[src/rtl/md5_chunk_scheduler.sv]
// Chunk dispatcher for the MD5 brute-force core array: splits the candidate space, tracks busy cores, handles hit/abort/pause.
// Latency: dispatch decided in RUNNING, core_start registered one cycle later; hit -> target/core_abort/FOUND one cycle later.
// Backpressure: a chunk is only issued to a core whose busy bit is clear; MD5_SCHED_STATS_EN adds dispatch/cycle counters.
module md5_chunk_scheduler #(
  parameter int N_CORES    = 4,
  parameter int CHUNK_BITS = 8,
  parameter int CAND_W     = 32
) (
  input  logic                        CLK,
  input  logic                        CPU_RESET,
  input  logic                        enable_switch,
  input  logic [127:0]                target_selected,
  output logic [127:0]                core_target,
  output logic [N_CORES-1:0]          core_start,
  output logic [N_CORES*CAND_W-1:0]   core_base,
  output logic                        core_abort,
  input  logic [N_CORES-1:0]          core_done,
  input  logic [N_CORES-1:0]          core_found,
  input  logic [N_CORES*CAND_W-1:0]   core_found_value,
  output logic [CAND_W-1:0]           target,
  output logic                        status_paused,
  output logic                        status_running,
  output logic                        status_warming,
  output logic                        status_found,
  output logic                        status_done
`ifdef MD5_SCHED_STATS_EN
  ,
  output logic [31:0]                 chunks_dispatched,
  output logic [31:0]                 search_cycles
`endif
);

  typedef enum logic [2:0] {
    S_IDLE,
    S_RUNNING,
    S_PAUSED,
    S_DRAIN,
    S_FOUND,
    S_DONE
  } state_t;

  // One chunk worth of candidates, one bit wider than the base so the final chunk shows up as a carry.
  localparam logic [CAND_W:0] STEP = {{(CAND_W-CHUNK_BITS){1'b0}}, 1'b1, {CHUNK_BITS{1'b0}}};

  state_t                      state, state_nxt;
  logic [N_CORES-1:0]          busy, busy_nxt;
  logic [N_CORES-1:0]          dispatched, disp_nxt;
  logic [CAND_W-1:0]           next_base, base_nxt;
  logic [CAND_W:0]             base_sum;
  logic [127:0]                ctgt_nxt;
  logic [N_CORES-1:0]          start_nxt;
  logic [N_CORES*CAND_W-1:0]   cbase_nxt;
  logic                        abort_nxt;
  logic [CAND_W-1:0]           target_nxt;
  logic [N_CORES-1:0]          free_oh, hit_mask, hit_oh, done_mask;
  logic [CAND_W-1:0]           hit_val;

  // State register
  always_ff @(posedge CLK) begin
    if (CPU_RESET) state <= S_IDLE;
    else           state <= state_nxt;
  end

  // Next-state, dispatch, hit and abort decisions
  always_comb begin
    state_nxt  = state;
    busy_nxt   = busy;
    disp_nxt   = dispatched;
    base_nxt   = next_base;
    ctgt_nxt   = core_target;
    start_nxt  = '0;
    cbase_nxt  = core_base;
    abort_nxt  = 1'b0;
    target_nxt = target;
    base_sum   = {1'b0, next_base} + STEP;

    // Lowest free core and lowest reporting hit; reports from idle cores are stale and dropped.
    free_oh   = ~busy & (busy + N_CORES'(1));
    hit_mask  = core_found & busy;
    hit_oh    = hit_mask & (~hit_mask + N_CORES'(1));
    done_mask = core_done & busy;
    hit_val   = '0;
    for (int i = 0; i < N_CORES; i++) begin
      if (hit_oh[i]) hit_val = core_found_value[i*CAND_W +: CAND_W];
    end

    case (state)
      S_IDLE: begin
        if (enable_switch) begin
          ctgt_nxt   = target_selected;
          base_nxt   = '0;
          target_nxt = '0;
          busy_nxt   = '0;
          disp_nxt   = '0;
          state_nxt  = S_RUNNING;
        end
      end
      S_RUNNING, S_PAUSED, S_DRAIN: begin
        busy_nxt = busy & ~done_mask;
        if (|hit_oh) begin
          // A hit beats a same-cycle done and suppresses dispatch so start and abort never overlap.
          target_nxt = hit_val;
          abort_nxt  = 1'b1;
          busy_nxt   = '0;
          state_nxt  = S_FOUND;
        end else if (state == S_RUNNING) begin
          if (!enable_switch) begin
            state_nxt = S_PAUSED;
          end else if (|free_oh) begin
            start_nxt = free_oh;
            busy_nxt  = busy_nxt | free_oh;
            disp_nxt  = dispatched | free_oh;
            base_nxt  = base_sum[CAND_W-1:0];
            if (base_sum[CAND_W]) state_nxt = S_DRAIN;
          end
        end else if (state == S_PAUSED) begin
          if (enable_switch) begin
            state_nxt = S_RUNNING;
            if (target_selected != core_target) begin
              // New digest: throw away in-flight work and restart the space from zero.
              abort_nxt = 1'b1;
              busy_nxt  = '0;
              ctgt_nxt  = target_selected;
              base_nxt  = '0;
              disp_nxt  = '0;
            end
          end
        end else begin
          if (busy == '0) state_nxt = S_DONE;
        end
      end
      S_FOUND, S_DONE: begin
        if (!enable_switch) state_nxt = S_IDLE;
      end
      default: state_nxt = S_IDLE;
    endcase

    for (int i = 0; i < N_CORES; i++) begin
      if (start_nxt[i]) cbase_nxt[i*CAND_W +: CAND_W] = next_base;
    end
  end

  // Registered datapath and outputs; status reflects the state being entered
  always_ff @(posedge CLK) begin
    if (CPU_RESET) begin
      busy           <= '0;
      dispatched     <= '0;
      next_base      <= '0;
      core_target    <= '0;
      core_start     <= '0;
      core_base      <= '0;
      core_abort     <= 1'b0;
      target         <= '0;
      status_paused  <= 1'b0;
      status_running <= 1'b0;
      status_warming <= 1'b0;
      status_found   <= 1'b0;
      status_done    <= 1'b0;
    end else begin
      busy           <= busy_nxt;
      dispatched     <= disp_nxt;
      next_base      <= base_nxt;
      core_target    <= ctgt_nxt;
      core_start     <= start_nxt;
      core_base      <= cbase_nxt;
      core_abort     <= abort_nxt;
      target         <= target_nxt;
      status_paused  <= (state_nxt == S_PAUSED);
      status_running <= (state_nxt == S_RUNNING) || (state_nxt == S_DRAIN);
      status_warming <= (state_nxt == S_RUNNING) && !(&disp_nxt);
      status_found   <= (state_nxt == S_FOUND);
      status_done    <= (state_nxt == S_DONE);
    end
  end

`ifdef MD5_SCHED_STATS_EN
  // Saturating search statistics, restarted when a new search leaves IDLE
  always_ff @(posedge CLK) begin
    if (CPU_RESET || (state == S_IDLE && enable_switch)) begin
      chunks_dispatched <= '0;
      search_cycles     <= '0;
    end else begin
      if (|core_start && chunks_dispatched != '1)
        chunks_dispatched <= chunks_dispatched + 32'd1;
      if ((state == S_RUNNING || state == S_DRAIN) && search_cycles != '1)
        search_cycles <= search_cycles + 32'd1;
    end
  end
`endif

endmodule
[config.mk]
export PLATFORM = sky130hd
export DESIGN_NAME = md5_chunk_scheduler
export DESIGN_NICKNAME = d
export VERILOG_FILES = /design/src/rtl/md5_chunk_scheduler.sv
export SDC_FILE = /design/constraint.sdc
export NUM_CORES = 1
export LEC_CHECK = 0
export BUFFER_PORTS_ARGS = -buffer_cell sky130_fd_sc_hd__buf_2
export CAP_MARGIN = 20
export CORE_AREA = 2 2 221 223
export CTS_CLUSTER_SIZE = 20
export DETAILED_ROUTE_END_ITERATION = 8
export DIE_AREA = 0 0 223 225
export PLACE_DENSITY_LB_ADDON = 0.2
export SLEW_MARGIN = 25
export SYNTH_ARGS = -nofsm -noshare
export SYNTH_HDL_FRONTEND = slang
export SYNTH_SLANG_ARGS = --single-unit
[constraint.sdc]
create_clock -name CLK -period 3.42 [get_ports CLK]
set_clock_uncertainty 0.1 [all_clocks]
set_input_delay 1.026 -clock CLK [delete_from_list [all_inputs] [get_ports CLK]]
set_output_delay 1.026 -clock CLK [all_outputs]
set_load 0.02 [all_outputs]
Word-level counts from Yosys, hierarchy flattened:

Index checks and enable logic that the tools add are counted.

* bits in registers: 341
* input bits: 267
* output and inout port bits: 298

* add/sub/neg operators: 3
* equal/unequal tests: 23
* mux-type cells: 60
* bitwise gates (word level): 11
* reduce and logical (&&, ||, !) cells: 16

Operators by type and width (number)
* $mux 128: 6
* $mux 32: 13
* $pmux 128 s2: 1
* $ne 128x128->1: 1
* $pmux 32 s2: 2
* $mux 4: 21
* $add 32x9->33 const B: 1
* $mux 3: 9
* $and 4x4->4: 5
* $pmux 4 s2: 2
* $ne 3x3->1 const B: 5
* $ne 2x2->1 const B: 7
* $eq 3x2->1 const B: 4
* $eq 3x3->1 const B: 4
* $not 4->4: 3
* $pmux 3 s3: 1
* $add 4x1->4 const B: 2
* $or 4x4->4: 2
* $reduce_and 8->1: 1
* $reduce_or 4->1: 2
* $reduce_and 7->1: 1
* $eq 3x1->1 const B: 2
* $mux 1: 5
* $logic_not 4->1: 1
* other kinds (11): 12

Depth between registers and ports, before layout:

Gate-level depths: netlist of run 1.

* depth after elaboration: 11
* mapped depth: 12
* depth with buffers taken out: 8

Worst setup path before layout of run 1:

Ideal clock, no wire load.

* path kind: input-to-reg
* start: input port core_found[0]
* end: register next_base[18]
* data arrival time: 2.945 ns
* data required time: 3.250 ns
* setup slack: 0.305 ns
* stages on the path: 10
* path buffers: 2
* cells stage by stage: and2_4 -> buf_6 -> a221oi_4 -> nand2_2 -> a211oi_2 -> a21bo_2 -> and2_4 -> buf_6 -> or4_1 -> a21oi_1

* longest elaborated chain between the ends: 7

RTL lines
* start: declaration: line 18 `input logic [N_CORES-1:0] core_found,`
* $and 4x4->4 *: line 79 `hit_mask = core_found & busy;`
* $not 4->4: line 80 `hit_oh = hit_mask & (~hit_mask + N_CORES'(1));`
* $add 4x1->4: line 80
* $and 4x4->4 *: line 80
* $reduce_or 4->1 *: line 100 `if (|hit_oh) begin`
* $ne 2x2->1 (no source line) *
* $reduce_and 8->1 (no source line) *
* end signal: assignment: line 162 `next_base <= base_nxt;`
* end: declaration: line 48 `logic [CAND_W-1:0] next_base, base_nxt;`

Every way passes the cells marked *; elsewhere a longest branch is shown, timed or not.
A chain may end at the register's enable or synchronous reset.

Final worst setup path of run 1:

* start: input port target_selected[65]
* end: register core_target[98]

* longest elaborated chain between the ends: 3

RTL lines
* start: declaration: line 12 `input logic [127:0] target_selected,`
* $ne 128x128->1: line 119 `if (target_selected != core_target) begin`
* $ne 2x2->1 (no source line)
* $reduce_and 7->1 (no source line)
* end signal: assignment: line 163 `core_target <= ctgt_nxt;`
* end: declaration: line 13 `output logic [127:0] core_target,`

Every way passes these cells.

==> out/results.ini, run 1 <==
[outcome]
outcome=finished, final reports clean

[yosys]
synthFlopType=dfxtp_1
synth_top_family_by_area=simple AND/OR/NAND/NOR gates
synth-seq-area-share=0.456
synth_compound_area_frac=0.122
postSynthAreaPerCell_um2=8.63
syn_inst=1532
synthMuxAreaShare=0.0976
synth-simple-area-share=0.177
yosysWarnings=0
synth_edf_count=0
synthAdderAreaFrac=0.000946
ys_types=56
async_flop_share=0
syn-cell-area_um2=13200
synth_xor_area_frac=0.0894
ys_ff_latch=301

[finish]
final_area_um2=18000
n_fill_cell=4969
area_delta_synth_final_pct=35.8
drive_above_1_share=0.322
final_cell_count_no_fill=2696
final_nets=2320

[setup_path]
timing.rr.end=core_target[98]
cp_slowest_stage_delay_ns=0.47
crit_chain=buf_2, xor2_1, nor4_1, nand4_1, nor4_1, buf_4, nand2_1, o21a_4, buf_4, mux2i_1, nor2_1
rr_worst_depth=10
r2r_setup_slack_ns=0.45
worstPathArrival_ns=3.53
cp-end-kind=flop
r2r_start=core_target[65]
cp-start-kind=input port
worst_path_max_delay_cell=nor4_1
cp_max_fo=18
crit_type=in -> reg
crit_required_ns=3.72

[clocking]
clk_path_buf_depth=3
clk_pin_slew_worst_paths_ns=0.06
htreeDepth=2
cts_setup_buffers=0
numCtsBuffers=38
cts-root-buf=clkbuf_16
cts_tree=yes
clock_latency_ns=0.54
clkSinkCount=301

[worst_hold_path]
hold_class=reg -> reg
whs_endpoint=core_base[104]
min_from=core_base[104]
worst_hold_path.num_cells=2

[die]
coreArea_um2=47500
die_h_um=225
initial_utilization=0.278
die_w_um=223
pin_count=565
dieArea_um2=50200
row_count=80

[placed_design]
place_area_um2=16700
portBuffers=532
placed_cells=2627
gp_congestion=0.853
dp_hpwl_mm=36.9

[sta]
period_share=0.942
relSlewSlack=0.515
hold_ws_ns=0.345
period_needed_ns=3.22
setup_viol=0
worst_slew_pin_slew_ns=0.727
rsz0062_at_grt=no
hold_viol=0
fmaxAchievable_mhz=310
drv_slew=0

[routing]
first_pass_iters=8
ant_nets=0
viasPerCell=4.71
vias=12700
routedWlPerCell_um=18.2
drc=0
finalWirelength_mm=49.0
drtIter0Drc=761

[power_and_ir_drop]
p_per_area_nw_per_um2=485
power.total_mw=8.71
p_leak_nw=8.24
ir_drop_v=0.000371

[run]
drv_cap=0

[global_routing]
grt_pass1_vias=12400
grt_pass1_wl_mm=72.8
groute.usage.overall=0.187
overflow=0
grt_max_degree=104
antenna_found_initial=8

## layer usage
metal	share of wire	track usage
met5	0.0014	0
met4	0.023	0.0548
met3	0.081	0.0588
met2	0.48	0.318
met1	0.41	0.226
## synthesized netlist by cell type (all sizes together), types with 2 or more instances
cell	n	area, µm²
dfxtp	301	6030
nand2	254	956
nor2	190	713
a21oi	187	936
xor2	130	1140
mux2i	129	1290
clkbuf	85	319
buf	59	387
nor4	41	263
a222oi	32	320
inv	11	41.3
nand4	10	62.6
or4	10	75.1
o21ai	8	40.0
o31ai	8	60.1
and2	6	42.5
nand2b	6	37.5
o21a	6	45.0
and3	5	31.3
nand3	5	25.0
xnor2	5	43.8
a2111oi	4	35.0
nor3	4	20.0
a211oi	3	32.5
o31a	3	26.3
or3	3	18.8
nand3b	2	15.0
nor2b	2	12.5
o22ai	2	12.5
o41ai	2	17.5
or2	2	12.5
or4b	2	20.0
## cells by family after synthesis
kind of cell,count (synthesis)
buffers and inverters,156
other,1
AO/OA/AOI/OAI,263
adder cells (fa/ha/maj),1
AND/OR/NAND/NOR,546
flip-flops,301
multiplexers,129
XOR/XNOR,135
## placed cells by master, fill, tap and decap left out, types with 5 or more instances in the layout
cell       instances
xnor2_1            5
nand2b_1           6
buf_12            11
o21ai_0            8
xor2_1           130
a21oi_1          187
nor4_1            38
clkbuf_8          10
nor2_1           189
o31ai_1            8
dfxtp_1          301
buf_4             50
clkbuf_1           8
nand4_1           10
conb_1            32
clkbuf_16         39
clkinv_2           7
nand2_1          253
nand3_1            5
a222oi_1          32
or4_1             10
inv_1             11
buf_2            531
o21a_1             5
and3_1             5
mux2i_1          129
## worst max-delay path, delay by kind of cell
family	cells	cell delay, ns
buf+inv	3	0.56
simple gates	5	1.30
compound gates	1	0.29
mux	1	0.20
xor+xnor	1	0.14
## worst max-delay path by stage
stage,endpoint,slack [ns],startpoint
after floorplan,next_base[18],0.30,core_found[0]
after global placement,next_base[14],-0.71,target_selected[13]
after detailed placement,next_base[14],-0.78,target_selected[13]
after CTS,next_base[14],0.11,target_selected[97]
after global routing,core_target[100],0.0006,target_selected[35]
final,core_target[98],0.20,target_selected[65]
## report_power, final
group          internal, mW  switching, mW  total [mW]
clock network          2.36           1.58        3.93
registers              3.61         0.0972        3.71
logic                 0.437          0.628        1.06
## stage by stage
stage	utilization	TNS, ns	worst slack, ns
after floorplan	-	0	0.305
after global placement	0.351	-96.36	-0.710
after detailed placement	0.351	-109.74	-0.778
after CTS	0.378	0	0.108
after global routing	0.378	0	0.000638
final	0.378	0	0.198
## registers in the layout, summed over array words and instances, names as in the netlist
signal          flops
next_base          24
status_running      1
status_warming      1
core_start          4
core_base          96
target             32
busy                4
status_paused       1
state               3
core_target       128
dispatched          4
status_done         1
status_found        1
core_abort          1
## area by class of cell
class / instances / area (µm²) / share of cell area
diodes: 2 / 5.00 / 0.000279
clock buffers: 56 / 1130 / 0.0629
clock inverters: 11 / 88.8 / 0.00495
inverters: 12 / 45.0 / 0.00251
multi-input cells: 1106 / 6630 / 0.369
flip-flops and latches: 301 / 6030 / 0.336
well taps: 615 / 769 / 0.0429
repair buffers: 593 / 3270 / 0.182
## what timing repair did
| action | in CTS | in global routing |
|---|---|---|
| gates resized for setup | 3 | 0 |
| hold buffers | 0 | 0 |
| endpoints found under the setup margin | 154 | 18 |
| hold endpoints to repair | 0 | 0 |
| pin swaps | 0 | 1 |
Power figures use the tool's default switching activity.
==> inputs of run 2 (changes only) <==
--- a/config.mk
+++ b/config.mk
@@ -8,6 +8,7 @@
 export BUFFER_PORTS_ARGS = -buffer_cell sky130_fd_sc_hd__buf_2
 export CAP_MARGIN = 20
 export CORE_AREA = 2 2 221 223
+export CTS_BUF_LIST = sky130_fd_sc_hd__clkbuf_2
 export CTS_CLUSTER_SIZE = 20
 export DETAILED_ROUTE_END_ITERATION = 8
 export DIE_AREA = 0 0 223 225
==> constraint.sdc (replaced) <==
create_clock -name CLK -period 3.7 [get_ports CLK]
set_clock_uncertainty 0.1 [all_clocks]
set_input_delay 1.11 -clock CLK [delete_from_list [all_inputs] [get_ports CLK]]
set_output_delay 1.11 -clock CLK [all_outputs]
set_load 0.02 [all_outputs]
==> out/results.ini, run 2 (synthesis gave the netlist of run 1 again) <==
[global_routing]
overflow=0  ; unchanged
grt_max_degree=147  ; was 104
groute.usage.overall=0.191  ; was 0.187
antenna_found_initial=12  ; was 8
grt_pass1_wl_mm=73.8  ; was 72.8 mm
grt_pass1_vias=12800  ; was 12400

[die]
die_w_um=223  ; unchanged
pin_count=565  ; unchanged
coreArea_um2=47500  ; unchanged
row_count=80  ; unchanged
initial_utilization=0.278  ; unchanged
die_h_um=225  ; unchanged
dieArea_um2=50200  ; unchanged

[power_and_ir_drop]
p_leak_nw=8.21  ; was 8.24 nW
ir_drop_v=0.000388  ; was 0.000371 V
power.total_mw=7.16  ; was 8.71 mW
p_per_area_nw_per_um2=409  ; was 485 nW/µm²

[sta]
fmaxAchievable_mhz=334
setup_viol=0  ; unchanged
worst_slew_pin_slew_ns=0.854  ; was 0.727 ns
drv_slew=0  ; unchanged
period_needed_ns=2.99
period_share=0.809
relSlewSlack=0.430  ; was 0.515
hold_viol=0  ; unchanged
rsz0062_at_grt=no  ; unchanged

[routing]
drc=0  ; unchanged
viasPerCell=4.70  ; was 4.71
first_pass_iters=9  ; was 8
vias=13100  ; was 12700
ant_nets=0  ; unchanged
finalWirelength_mm=49.8  ; was 49.0 mm
drtIter0Drc=886  ; was 761
routedWlPerCell_um=17.9  ; was 18.2 µm

[finish]
seq_area_um2=6030  ; unchanged
reg.largest.list=core_target (128), core_base (96), target (32)  ; unchanged
final_area_um2=17500  ; was 18000 µm²
largest_reg_flops=128  ; unchanged
layout_common_cells=buf_2, dfxtp_1, nand2_1  ; unchanged
area_delta_synth_final_pct=32.4  ; was 35.8%
multiInputGateArea_um2=6600  ; was 6630 µm²
n_fill_cell=5074  ; was 4969
final_nets=2359  ; was 2320
final_util=0.368  ; was 0.378
drive_above_1_share=0.343  ; was 0.322
final_common_cell=buf_2  ; unchanged
regMostFlops=core_target  ; unchanged

[clocking]
numCtsBuffers=87  ; was 38
cts_tree=yes  ; unchanged
cts_hold_buffers=0  ; unchanged
cts-root-buf=clkbuf_2  ; was clkbuf_16
cts_setup_buffers=0  ; unchanged
clk_path_buf_depth=3  ; unchanged
clkSinkCount=301  ; unchanged
htreeDepth=3  ; was 2
clock_latency_ns=1.05  ; was 0.54 ns
ctsResizeCount=0  ; was 3
clk_pin_slew_worst_paths_ns=0.11  ; was 0.06 ns

[setup_path]
cp_max_fo=13  ; was 18
crit_type=reg -> reg  ; was in -> reg
cp-end-kind=flop  ; unchanged
cp_slowest_stage_delay_ns=0.55  ; was 0.47 ns
worst_path_max_delay_cell=dfxtp_1  ; was nor4_1
worstPathArrival_ns=3.81  ; was 3.53 ns
crit_chain=and4_1, and3_1, nand2_1, nor2_1, nand3_1, nor4_1, buf_4, o211ai_1, nor3_1  ; was buf_2, xor2_1, nor4_1, nand4_1, nor4_1, buf_4, nand2_1, o21a_4, buf_4, mux2i_1, nor2_1
cp-start-kind=flop  ; was input port
crit_required_ns=4.52  ; was 3.72 ns

[placed_design]
gp_congestion=0.862  ; was 0.853
place_area_um2=16600  ; was 16700 µm²
dp_hpwl_mm=36.8  ; was 36.9 mm
portBuffers=532  ; unchanged

[run]
drv_cap=0  ; unchanged

[worst_hold_path]
hold_class=in -> reg  ; was reg -> reg

[outcome]
outcome=finished, final reports clean  ; unchanged

[run 2: worst paths after layout]
kind              slack, ns                from        endpoint  cells past startpoint
setup / recovery       0.71       next_base[11]   status_paused                      9
hold / removal         0.21  target_selected[8]  core_target[8]                      3
setup reg to reg       0.71       next_base[11]   status_paused                      9
hold reg to reg        0.36       core_base[47]   core_base[47]                      2
[run 2: stage by stage]
step           TNS, ns  cells  setup slack, ns  hold WS [ns]
4_1_cts              0   2772            0.605        0.0157
5_1_grt              0   2776            0.415        0.0178
6_report             0   2778            0.707         0.214
2_1_floorplan        0   1563            0.501         0.342
3_5_place_dp    -16.26   2617           -0.218         0.342
3_3_place_gp    -20.67   2617           -0.260         0.338
[run 2: where the power goes]
group / switching, mW / leakage, nW / internal [mW]
Clock: 1.54 / 0.643 / 1.22
Combinational: 0.581 / 5.12 / 0.398
Sequential: 0.0908 / 2.45 / 3.33
Total: 2.21 / 8.21 / 4.95
[run 2: area by class of cell]
class,instances,share of cell area
Clock inverter,25,0.0124
Antenna cell,6,0.000858
Clock buffer,130,0.0372
Tap cell,615,0.0440
Sequential cell,301,0.344
Timing Repair Buffer,583,0.182
Multi-Input combinational cell,1106,0.377
Inverter,12,0.00257
[run 2: worst max-delay path: cells and delay by family, from the launching register on]
kind	cells	cell delay, ns
flip-flops	1	0.55
AND/OR/NAND/NOR	7	1.83
buffers and inverters	1	0.18
AO/OA/AOI/OAI	1	0.18
[run 2: per-layer routing]
layer / routed length [µm] / global-route usage
met1: 20300 / 0.223
met5: 82 / 0
met3: 4310 / 0.0757
met2: 23800 / 0.317
met4: 1310 / 0.0647
